**config.mk**
```make
export PLATFORM = sky130hd
export DESIGN_NAME = display_2dig_mux_flat
export DESIGN_NICKNAME = d
export VERILOG_FILES = /design/src/rtl/display_2dig_mux_if.sv /design/src/rtl/display_2dig_mux.sv /design/src/flat_wrapper.sv
export SDC_FILE = /design/constraint.sdc
export NUM_CORES = 1
export LEC_CHECK = 0
export CAP_MARGIN = 0
export CORE_MARGIN = 2
export CORE_UTILIZATION = 35
export CTS_CLUSTER_SIZE = 8
export DETAILED_ROUTE_END_ITERATION = 7
export PLACE_DENSITY = 0.54
export RECOVER_POWER = 50
export SLEW_MARGIN = 5
export SYNTH_ARGS = -nofsm -noshare
export SYNTH_HDL_FRONTEND = slang
export SYNTH_SLANG_ARGS = --single-unit
```
**constraint.sdc**
```tcl
create_clock -name clock -period 2.1 [get_ports clock]
set_input_delay 0.525 -clock clock [delete_from_list [all_inputs] [get_ports clock]]
set_output_delay 0.525 -clock clock [all_outputs]
set_load 0.02 [all_outputs]
```
**src/rtl/display_2dig_mux_if.sv**
```systemverilog
// Digit inputs from the BCD counter, display options, and the multiplexed
// 7-segment outputs that drive the two-digit display.
interface display_2dig_mux_if;
   logic [3:0] units;
   logic [3:0] tens;
   logic       blank_zero;
   logic       blink_en;
   logic [6:0] seg;
   logic [1:0] dig;

   modport master (
      output units, tens, blank_zero, blink_en,
      input  seg, dig
   );

   modport slave (
      input  units, tens, blank_zero, blink_en,
      output seg, dig
   );
endinterface

```
**src/rtl/display_2dig_mux.sv**
```systemverilog
// Two-digit multiplexed 7-segment driver: time-sliced units/tens slots with
// guard gaps, optional leading-zero blanking, and whole-display blinking.
module display_2dig_mux #(
   parameter int SCAN_DIV     = 50000,
   parameter int GUARD        = 4,
   parameter int BLINK_FRAMES = 25,
   parameter int ACTIVE_LOW   = 1
) (
   input logic               clock,
   input logic               reset,
   display_2dig_mux_if.slave bus
);

   localparam logic [1:0] GUARD_U = 2'd0;
   localparam logic [1:0] SHOW_U  = 2'd1;
   localparam logic [1:0] GUARD_T = 2'd2;
   localparam logic [1:0] SHOW_T  = 2'd3;

   localparam int CNT_W = $clog2((SCAN_DIV > GUARD) ? SCAN_DIV : GUARD);
   localparam int FC_W  = $clog2(BLINK_FRAMES + 1);

   localparam logic [CNT_W-1:0] SCAN_LAST  = CNT_W'(SCAN_DIV - 1);
   localparam logic [CNT_W-1:0] GUARD_LAST = CNT_W'(GUARD - 1);
   localparam logic [FC_W-1:0]  FC_LAST    = FC_W'(BLINK_FRAMES - 1);

   localparam logic [6:0] SEG_OFF = (ACTIVE_LOW != 0) ? 7'h7F : 7'h00;
   localparam logic [1:0] DIG_OFF = (ACTIVE_LOW != 0) ? 2'b11 : 2'b00;
   localparam logic [1:0] DIG_U   = (ACTIVE_LOW != 0) ? 2'b10 : 2'b01;
   localparam logic [1:0] DIG_T   = (ACTIVE_LOW != 0) ? 2'b01 : 2'b10;

   // Active-high segment pattern {g,f,e,d,c,b,a}; non-BCD codes show a dash.
   function automatic logic [6:0] seg_decode(input logic [3:0] bcd);
      logic [6:0] pat;
      case (bcd)
         4'd0:    pat = 7'h3F;
         4'd1:    pat = 7'h06;
         4'd2:    pat = 7'h5B;
         4'd3:    pat = 7'h4F;
         4'd4:    pat = 7'h66;
         4'd5:    pat = 7'h6D;
         4'd6:    pat = 7'h7D;
         4'd7:    pat = 7'h07;
         4'd8:    pat = 7'h7F;
         4'd9:    pat = 7'h6F;
         default: pat = 7'h40;
      endcase
      return pat;
   endfunction

   function automatic logic [6:0] seg_drive(input logic [6:0] pat);
      return (ACTIVE_LOW != 0) ? ~pat : pat;
   endfunction

   logic [1:0]       state;
   logic [CNT_W-1:0] slot_cnt;
   logic [FC_W-1:0]  frame_cnt;
   logic             blink_phase;
   logic [6:0]       seg_r;
   logic [1:0]       dig_r;

   logic slot_done;
   logic dark;
   logic tens_blank;

   always_comb begin
      slot_done  = 1'b0;
      if ((state == GUARD_U) || (state == GUARD_T))
         slot_done = (slot_cnt == GUARD_LAST);
      else
         slot_done = (slot_cnt == SCAN_LAST);
      dark       = bus.blink_en && blink_phase;
      tens_blank = bus.blank_zero && (bus.tens == 4'd0);
   end

   // Slot sequencing; seg/dig are loaded on the same edge the state moves.
   always_ff @(posedge clock or negedge reset) begin
      if (!reset) begin
         state    <= GUARD_U;
         slot_cnt <= '0;
         seg_r    <= SEG_OFF;
         dig_r    <= DIG_OFF;
      end else if (slot_done) begin
         slot_cnt <= '0;
         case (state)
            GUARD_U: begin
               state <= SHOW_U;
               seg_r <= dark ? SEG_OFF : seg_drive(seg_decode(bus.units));
               dig_r <= dark ? DIG_OFF : DIG_U;
            end
            SHOW_U: begin
               state <= GUARD_T;
               seg_r <= SEG_OFF;
               dig_r <= DIG_OFF;
            end
            GUARD_T: begin
               state <= SHOW_T;
               seg_r <= (dark || tens_blank) ? SEG_OFF : seg_drive(seg_decode(bus.tens));
               dig_r <= (dark || tens_blank) ? DIG_OFF : DIG_T;
            end
            default: begin
               state <= GUARD_U;
               seg_r <= SEG_OFF;
               dig_r <= DIG_OFF;
            end
         endcase
      end else begin
         slot_cnt <= slot_cnt + 1'b1;
      end
   end

   // Frame counter advances at the end of each tens slot while blinking.
   always_ff @(posedge clock or negedge reset) begin
      if (!reset) begin
         frame_cnt   <= '0;
         blink_phase <= 1'b0;
      end else if (!bus.blink_en) begin
         frame_cnt   <= '0;
         blink_phase <= 1'b0;
      end else if (slot_done && (state == SHOW_T)) begin
         if (frame_cnt == FC_LAST) begin
            frame_cnt   <= '0;
            blink_phase <= ~blink_phase;
         end else begin
            frame_cnt <= frame_cnt + 1'b1;
         end
      end
   end

   assign bus.seg = seg_r;
   assign bus.dig = dig_r;

endmodule

```
**src/flat_wrapper.sv**
```systemverilog
// flat-port wrapper written by rule: the top's interface ports become plain ports
module display_2dig_mux_flat 
#(
   parameter int SCAN_DIV     = 50000,
   parameter int GUARD        = 4,
   parameter int BLINK_FRAMES = 25,
   parameter int ACTIVE_LOW   = 1
)
  (clock, reset, bus_units, bus_tens, bus_blank_zero, bus_blink_en, bus_seg, bus_dig);
  display_2dig_mux_if bus_i ();
  input logic clock;
  input logic reset;
  input wire logic [$bits(bus_i.units)-1:0] bus_units;
  input wire logic [$bits(bus_i.tens)-1:0] bus_tens;
  input wire logic [$bits(bus_i.blank_zero)-1:0] bus_blank_zero;
  input wire logic [$bits(bus_i.blink_en)-1:0] bus_blink_en;
  output wire logic [$bits(bus_i.seg)-1:0] bus_seg;
  output wire logic [$bits(bus_i.dig)-1:0] bus_dig;
  assign bus_i.units = bus_units;
  assign bus_i.tens = bus_tens;
  assign bus_i.blank_zero = bus_blank_zero;
  assign bus_i.blink_en = bus_blink_en;
  assign bus_seg = bus_i.seg;
  assign bus_dig = bus_i.dig;
  display_2dig_mux #(.SCAN_DIV(SCAN_DIV), .GUARD(GUARD), .BLINK_FRAMES(BLINK_FRAMES), .ACTIVE_LOW(ACTIVE_LOW)) u_core (.clock(clock), .reset(reset), .bus(bus_i));
endmodule
```
==> impl_summary.txt, run 1 <==
----------------------------------------------------
[Run status]
  Result of the run ... finished, final reports clean

[Clock network]
  Clock latency on the worst-skew pair ... 0.28 ns
  Number of setup buffers added after CTS ... 0
  Post-CTS Hold Buffers ... 0
  Number of levels the H-tree was split into ... 2
  Clock-pin slew on the worst setup and hold paths ... approximately 0.070 ns
  Root buf cell ... sky130_fd_sc_hd__clkbuf_8
  Number of buffers between clock root and the deepest sink ... 2
  CTS tree ... yes
  Num CTS Buffers ... 5
  Clock sink count ... 33
  Quantity of gates resized following cts ... 0

[Floorplan]
  Total die area ... 0.00692 mm²
  Die H ... 83.2 µm
  Die extent in x ... 83.2 µm
  IO Count ... 21
  Standard-cell rows ... 28
  Initial cell density of the core ... 36.6%
  Core Area ... 0.00599 mm²

[Power]
  Maximum vdd drop ... 276 µV
  Static Leakage ... 1.10 nW
  Comb power frac ... 12.2%
  Switching part of the total power ... about a quarter
  Part of the power in registers ... between 50% and 60%
  Power Internal ... 0.966 mW
  Switching Power ... 0.325 mW
  Clock share of power ... 36.2%
  Power per cell area ... between 400 and 500 mW/mm²

[Placement]
  Number of buffer cells added on primary ports ... 20
  Final HPWL from detailed placement ... 3870 µm
  Final RePlAce weighted congestion ... roughly 0.76
  Post-place setup slack ... -0.0672 ns

[STA]
  Final critical-path share of the clock period ... 93.3%
  Final setup viols ... 0
  Maximum achievable frequency ... slightly above 500 MHz
  Post-layout worst setup margin ... about 0.14 ns
  Post-layout minimum cycle time ... 1.96 ns
  Least-Margin Pin Slew ... roughly 0.84 ns
  Total count of max-transition violations in the final report ... 0
  Relative slew slack ... 43.7%
  Fin Hold WS ... between 0.4 and 0.5 ns
  RSZ-0062 raised after global routing ... no
  Clk_skew ... 0.00294 ns
  Hold Fails Final Rpt ... 0

[Critical path]
  Critical path endpoint category ... output pin
  Endpoint required time on the critical path ... 1.57 ns
  Crit path DAT ... 1.43 ns
  Critical Path Fanout Max ... 2
  Worst stage delay on the critical path ... approximately 0.60 ns
  Cell with the largest stage delay on the worst path ... sky130_fd_sc_hd__clkdlybuf4s50_1
  Startpoint class of the critical path ... register
  Buffers and inverters on the worst path ... 1
  Cell family with the largest share of critical-path delay ... buffers and inverters
  Critical path, cell by cell ... clkdlybuf4s50_1
  Critical setup path kind ... register to output pin

[Synthesis]
  Netlist cell types ... 48
  Post-synthesis instance area ... 0.00219 mm²
  Synthesized instance count ... between 200 and 250
  Sequential-to-total area share from yosys stat ... 38.2%
  Synth async-reset ratio ... between 90% and 100%
  Primary flip-flop cell chosen by synthesis mapping ... sky130_fd_sc_hd__dfrtp_1
  Number of synthesized register bits ... 33
  Synthesized netlist net count ... 269
  EDFF count, synth ... 0
  Synthesized area divided by synthesized cell count ... 9.10 µm²
  Total of warnings raised by yosys ... 0

[Final layout]
  Fillers ... 619
  Area growth from synthesis to layout ... 23.7%
  Fraction of layout instances using a drive strength above 1 ... 16.4%
  Diode count ... 0
  Layout Utilization ... about 45%
  Most frequent cells in the layout ... 24 x sky130_fd_sc_hd__buf_4, 24 x sky130_fd_sc_hd__dfrtp_1, 22 x sky130_fd_sc_hd__nand2_1, 19 x sky130_fd_sc_hd__clkdlybuf4s50_1, 16 x sky130_fd_sc_hd__ha_1
  Post-layout nets ... 313

[Global route]
  Largest net degree at the start of global routing ... 34
  Vias in the first global route ... around 1,800
  First-pass GRT wire length ... ~9000 µm
  Overall fraction of global-route tracks in use ... 15.7%
  Global route total overflow ... 0
  Antenna violations before repair ... 0

[Route]
  Avg Vias per Cell ... 5.22
  Number of DRC violations after detailed routing ... 0
  Aggregate routed wire length ... about 5100 µm
  1st-pass router iterations ... 5
  Residual antenna-violating net count after detailed routing ... 0
  Via total after detailed routing ... between 1,500 and 2,000
  Routed wirelength normalized by instance count ... 14.1 µm
  Iteration-0 DRC Markers ... 60

[Min path]
  Hold Path Class ... register to register

[Run]
  Total of max-cap violations ... 0

----------------------------------------------------
-- power groups by stage --
stage                     registers, mW  logic, mW  clock network (mW)
final                             0.666      0.158               0.467
after global routing              0.667      0.178               0.509
after CTS                         0.666      0.162               0.481
after detailed placement          0.677      0.161                   0
after global placement            0.677      0.161                   0
after floorplan                   0.690     0.0517                   0
-- cells by family after synthesis --
family                     after synthesis  share of synthesized area, %
xor gates and xnor gates                12                          4.79
and+or+nand+nor                         96                          23.9
DFF                                     33                          38.2
buffers and inverters                   22                          4.34
AOI/OAI and AO/OA                       54                          16.0
muxes                                    8                          3.71
adders and majority gates               16                          9.13
-- synth_stat cells (2+ instances only) --
| library cell | count | area share, % |
|---|---|---|
| sky130_fd_sc_hd__o211ai_1 | 2 | 0.68 |
| sky130_fd_sc_hd__a31oi_1 | 13 | 3.7 |
| sky130_fd_sc_hd__ha_1 | 16 | 9.1 |
| sky130_fd_sc_hd__nor2_1 | 15 | 2.6 |
| sky130_fd_sc_hd__nand2b_1 | 8 | 2.3 |
| sky130_fd_sc_hd__nand3b_1 | 2 | 0.68 |
| sky130_fd_sc_hd__xnor2_1 | 8 | 3.2 |
| sky130_fd_sc_hd__nor4_1 | 2 | 0.57 |
| sky130_fd_sc_hd__dfrtp_1 | 24 | 27 |
| sky130_fd_sc_hd__and3_1 | 4 | 1.1 |
| sky130_fd_sc_hd__o21ai_0 | 15 | 3.4 |
| sky130_fd_sc_hd__dfstp_2 | 9 | 11 |
| sky130_fd_sc_hd__mux2i_1 | 7 | 3.2 |
| sky130_fd_sc_hd__nand2_1 | 22 | 3.8 |
| sky130_fd_sc_hd__clkbuf_1 | 6 | 1.0 |
| sky130_fd_sc_hd__xor2_1 | 4 | 1.6 |
| sky130_fd_sc_hd__nor3_1 | 5 | 1.1 |
| sky130_fd_sc_hd__or4_1 | 3 | 1.0 |
| sky130_fd_sc_hd__nor2b_1 | 8 | 2.3 |
| sky130_fd_sc_hd__nand4_1 | 6 | 1.7 |
| sky130_fd_sc_hd__nand3_1 | 13 | 3.0 |
| sky130_fd_sc_hd__inv_1 | 13 | 2.2 |
| sky130_fd_sc_hd__a21oi_1 | 9 | 2.1 |
| sky130_fd_sc_hd__o31ai_1 | 2 | 0.68 |
| sky130_fd_sc_hd__o41a_1 | 2 | 1.0 |
-- sequential cells by signal, summed over array words and instances, names as in the netlist --
| signal | count |
|---|---|
| u_core.state | 2 |
| u_core.blink_phase | 1 |
| u_core.bus.dig | 2 |
| u_core.bus.seg | 7 |
| u_core.frame_cnt | 5 |
| u_core.slot_cnt | 16 |
-- final timing paths --
kind / startpoint / to / slack [ns] / depth (start not counted)
max in group asynchronous: reset / u_core.blink_phase$_DFFE_PN0P_ / 0.69 / 2
worst max-delay path: u_core.bus.seg[6]$_DFFE_PN1N_ / bus_seg[6] / 0.14 / 1
min in group asynchronous: reset / u_core.slot_cnt[13]$_DFF_PN0_ / 0.87 / 2
worst min-delay path: u_core.bus.dig[1]$_DFFE_PN1N_ / u_core.bus.dig[1]$_DFFE_PN1N_ / 0.47 / 2
worst max register to register: u_core.slot_cnt[1]$_DFF_PN0_ / u_core.bus.dig[1]$_DFFE_PN1N_ / 0.24 / 7
worst min register to register: u_core.bus.dig[1]$_DFFE_PN1N_ / u_core.bus.dig[1]$_DFFE_PN1N_ / 0.47 / 2
-- metal layers --
metal / share of wire, % / wire length, µm / track usage, % / vias to the layer above
met5: 0 / 0 / 0 / -
met4: 1.9 / 97 / 5.66 / 0
met3: 2.9 / 146 / 3.28 / 8
met2: 47 / 2380 / 24.6 / 31
met1: 49 / 2480 / 21.4 / 890
li1: - / - / - / 954
-- per-stage QoR --
step                cells  area, µm²  power, mW  setup TNS, ns
floorplan             241       2190      0.742              0
global placement      353       2640      0.839        -0.0564
detailed placement    353       2640      0.838        -0.0807
CTS                   361       2720       1.31              0
global route          361       2710       1.35              0
finish                361       2710       1.29              0
-- cell type report --
cell class / instances / area, µm² / share of cell area [%]
multi-input combinational: 186 / 1260 / 46.5
sequential: 33 / 837 / 30.8
timing repair buffer: 46 / 389 / 14.3
tap: 75 / 93.8 / 3.46
clock buffer: 6 / 72.6 / 2.67
inverter: 13 / 48.8 / 1.80
clock inverter: 2 / 10.0 / 0.369
Power figures use the tool's default switching activity.
==> run 2, diff against run 1 <==
--- a/config.mk
+++ b/config.mk
@@ -8,9 +8,9 @@
 export CAP_MARGIN = 0
 export CORE_MARGIN = 2
 export CORE_UTILIZATION = 35
-export CTS_CLUSTER_SIZE = 8
+export CTS_CLUSTER_SIZE = 30
 export DETAILED_ROUTE_END_ITERATION = 7
-export PLACE_DENSITY = 0.54
+export PLACE_DENSITY = 0.64
 export RECOVER_POWER = 50
 export SLEW_MARGIN = 5
 export SYNTH_ARGS = -nofsm -noshare
==> constraint.sdc (replaced) <==
create_clock -name clock -period 2.5 [get_ports clock]
set_input_delay 0.625 -clock clock [delete_from_list [all_inputs] [get_ports clock]]
set_output_delay 0.625 -clock clock [all_outputs]
set_load 0.02 [all_outputs]
==> impl_summary.txt, run 2 (synthesis gave the netlist of run 1 again) <==
----------------------------------------------------
[Clock network]
  Clock-pin slew on the worst setup and hold paths ... 0.08 ns (about the same)
  Clock latency on the worst-skew pair ... 0.29 ns (about the same)
  Quantity of gates resized following cts ... 0 (unchanged)
  Number of buffers between clock root and the deepest sink ... 2 (unchanged)
  Clock sink count ... 33 (unchanged)
  Number of setup buffers added after CTS ... 0 (unchanged)
  CTS tree ... yes
  Root buf cell ... sky130_fd_sc_hd__clkbuf_8
  Post-CTS Hold Buffers ... 0 (unchanged)
  Number of levels the H-tree was split into ... 2 (unchanged)
  Num CTS Buffers ... 5 (unchanged)

[Run]
  Total of max-cap violations ... 0 (unchanged)

[Critical path]
  Startpoint class of the critical path ... register
  Cell with the largest stage delay on the worst path ... sky130_fd_sc_hd__dfrtp_1
  Critical path, cell by cell ... ha_1, nor4b_1, nand2_1, nor3_2, buf_4, mux2i_1
  Critical setup path kind ... register to register
  Endpoint required time on the critical path ... 2.72 ns (+1.15 ns)
  Critical path endpoint category ... register
  Crit path DAT ... 2.42 ns (+0.99 ns)
  R2R cell count ... 6 (-1)
  Critical Path Fanout Max ... 12 (+10)
  Worst stage delay on the critical path ... 0.42 ns (-0.18 ns)

[Placement]
  Final RePlAce weighted congestion ... 0.873 (+15%)
  Final HPWL from detailed placement ... 3570 µm (-7.6%)
  Number of buffer cells added on primary ports ... 20 (unchanged)

[Global route]
  Antenna violations before repair ... 0 (unchanged)
  Largest net degree at the start of global routing ... 34 (unchanged)
  First-pass GRT wire length ... 8330 µm (-5.3%)
  Global route total overflow ... 0 (unchanged)
  Overall fraction of global-route tracks in use ... 14.5% (-1.2 points)
  Vias in the first global route ... 1,759 (-2.3%)

[Final layout]
  Most frequent cells in the layout ... 24 x sky130_fd_sc_hd__dfrtp_1, 22 x sky130_fd_sc_hd__nand2_1, 19 x sky130_fd_sc_hd__clkdlybuf4s50_1, 16 x sky130_fd_sc_hd__ha_1
  Post-layout nets ... 295 (-5.8%)
  Number of flip-flops in the largest register ... 16 (unchanged)
  Diode count ... 0 (unchanged)
  Layout Utilization ... 43.1% (-2.2 points)
  Most flop-heavy register ... u_core.slot_cnt
  Most common cell after layout, fill and taps aside ... sky130_fd_sc_hd__dfrtp_1
  Fraction of layout instances using a drive strength above 1 ... 11.6% (-4.9 points)
  Area growth from synthesis to layout ... 17.9%

[STA]
  Hold Fails Final Rpt ... 0 (unchanged)
  RSZ-0062 raised after global routing ... no
  Least-Margin Pin Slew ... 0.823 ns (-0.0216 ns)
  Total count of max-transition violations in the final report ... 0 (unchanged)
  Relative slew slack ... 45.1% (+1.4 points)
  Final critical-path share of the clock period ... ~90%
  Post-layout minimum cycle time ... approximately 2.2 ns
  Maximum achievable frequency ... 455 MHz
  Clk_skew ... 0.0121 ns (+0.00917 ns)
  Final setup viols ... 0 (unchanged)
  Total negative slack ... 0 ns (unchanged)

[Floorplan]
  Standard-cell rows ... 28 (unchanged)
  Die H ... 83.2 µm (unchanged)
  Total die area ... 0.00692 mm² (unchanged)
  Initial cell density of the core ... 36.6% (unchanged)
  Die extent in x ... 83.2 µm (unchanged)
  Core Area ... 0.00599 mm² (unchanged)
  IO Count ... 21 (unchanged)

[Route]
  Residual antenna-violating net count after detailed routing ... 0 (unchanged)
  Number of DRC violations after detailed routing ... 0 (unchanged)
  Avg Vias per Cell ... 5.32 (+2.0%)
  Routed wirelength normalized by instance count ... 14.1 µm (about the same)
  Iteration-0 DRC Markers ... 59 (-1.7%)
  Aggregate routed wire length ... 4840 µm (-5.1%)
  1st-pass router iterations ... 4 (-1)
  Via total after detailed routing ... 1,825 (-3.1%)

[Power]
  Part of the power in registers ... 51.7% (about the same)
  Power Internal ... 0.801 mW (-17%)
  Static Leakage ... 1.02 nW (-7.6%)
  Clock share of power ... 36.9% (+0.7 points)
  Power per cell area ... 417 mW/mm² (-12%)
  Comb power frac ... 11.4% (-0.8 points)
  Switching Power ... 0.277 mW (-15%)
  Maximum vdd drop ... 371 µV (+34%)
  Switching part of the total power ... 25.7% (+0.51 points)

[Run status]
  Result of the run ... finished, final reports clean

[Min path]
  Cell depth of the worst hold path ... 2 (unchanged)
  Hold Path Class ... register to register

----------------------------------------------------
-- run 2: power groups by stage --
stage	logic [mW]	clock network, mW	registers, mW
after detailed placement	0.124	0	0.568
after floorplan	0.0434	0	0.580
after global routing	0.138	0.432	0.559
after CTS	0.125	0.417	0.558
final	0.122	0.398	0.558
after global placement	0.123	0	0.568
-- run 2: worst paths after layout --
path	from	endpoint	slack, ns
hold / removal	u_core.bus.dig[1]$_DFFE_PN1N_	u_core.bus.dig[1]$_DFFE_PN1N_	0.47
setup reg to reg	u_core.slot_cnt[0]$_DFF_PN0_	u_core.bus.dig[1]$_DFFE_PN1N_	0.30
setup / recovery	u_core.slot_cnt[0]$_DFF_PN0_	u_core.bus.dig[1]$_DFFE_PN1N_	0.30
max in group asynchronous	reset	u_core.slot_cnt[4]$_DFF_PN0_	1.01
min in group asynchronous	reset	u_core.frame_cnt[3]$_DFFE_PN0P_	0.96
hold reg to reg	u_core.bus.dig[1]$_DFFE_PN1N_	u_core.bus.dig[1]$_DFFE_PN1N_	0.47
-- run 2: critical path, delay by kind of cell, from the launching register on --
family,cells,cell delay (ns)
DFF,1,0.42
adders and majority gates,1,0.29
muxes,1,0.19
and+or+nand+nor,3,1.00
buffers and inverters,1,0.24
-- run 2: per-stage QoR --
step / power, mW / cells / setup WS [ns] / instance area (µm²) / hold WS [ns]
after floorplan: 0.623 / 241 / 0.745 / 2190 / 0.329
after global placement: 0.691 / 335 / 0.220 / 2500 / 0.455
after detailed placement: 0.692 / 335 / 0.112 / 2500 / 0.459
after CTS: 1.10 / 343 / 0.280 / 2590 / 0.476
after global routing: 1.13 / 343 / 0.0529 / 2580 / 0.497
final: 1.08 / 343 / 0.301 / 2580 / 0.472
-- run 2: final cells by class --
class	count	area (µm²)
Multi-Input combinational cell	186	1260
Sequential cell	33	837
Clock inverter	3	17.5
Fill cell	597	3410
Tap cell	75	93.8
Clock buffer	5	68.8
Timing Repair Buffer	28	258
Inverter	13	48.8
-- run 2: layer usage --
layer  wire [µm]  GRT usage, %  up-vias
li1            -             -      916
met4          31          5.96        0
met2        2190          22.0       22
met1        2470          20.4      885
met3         148          2.49        2
met5           0             0        -
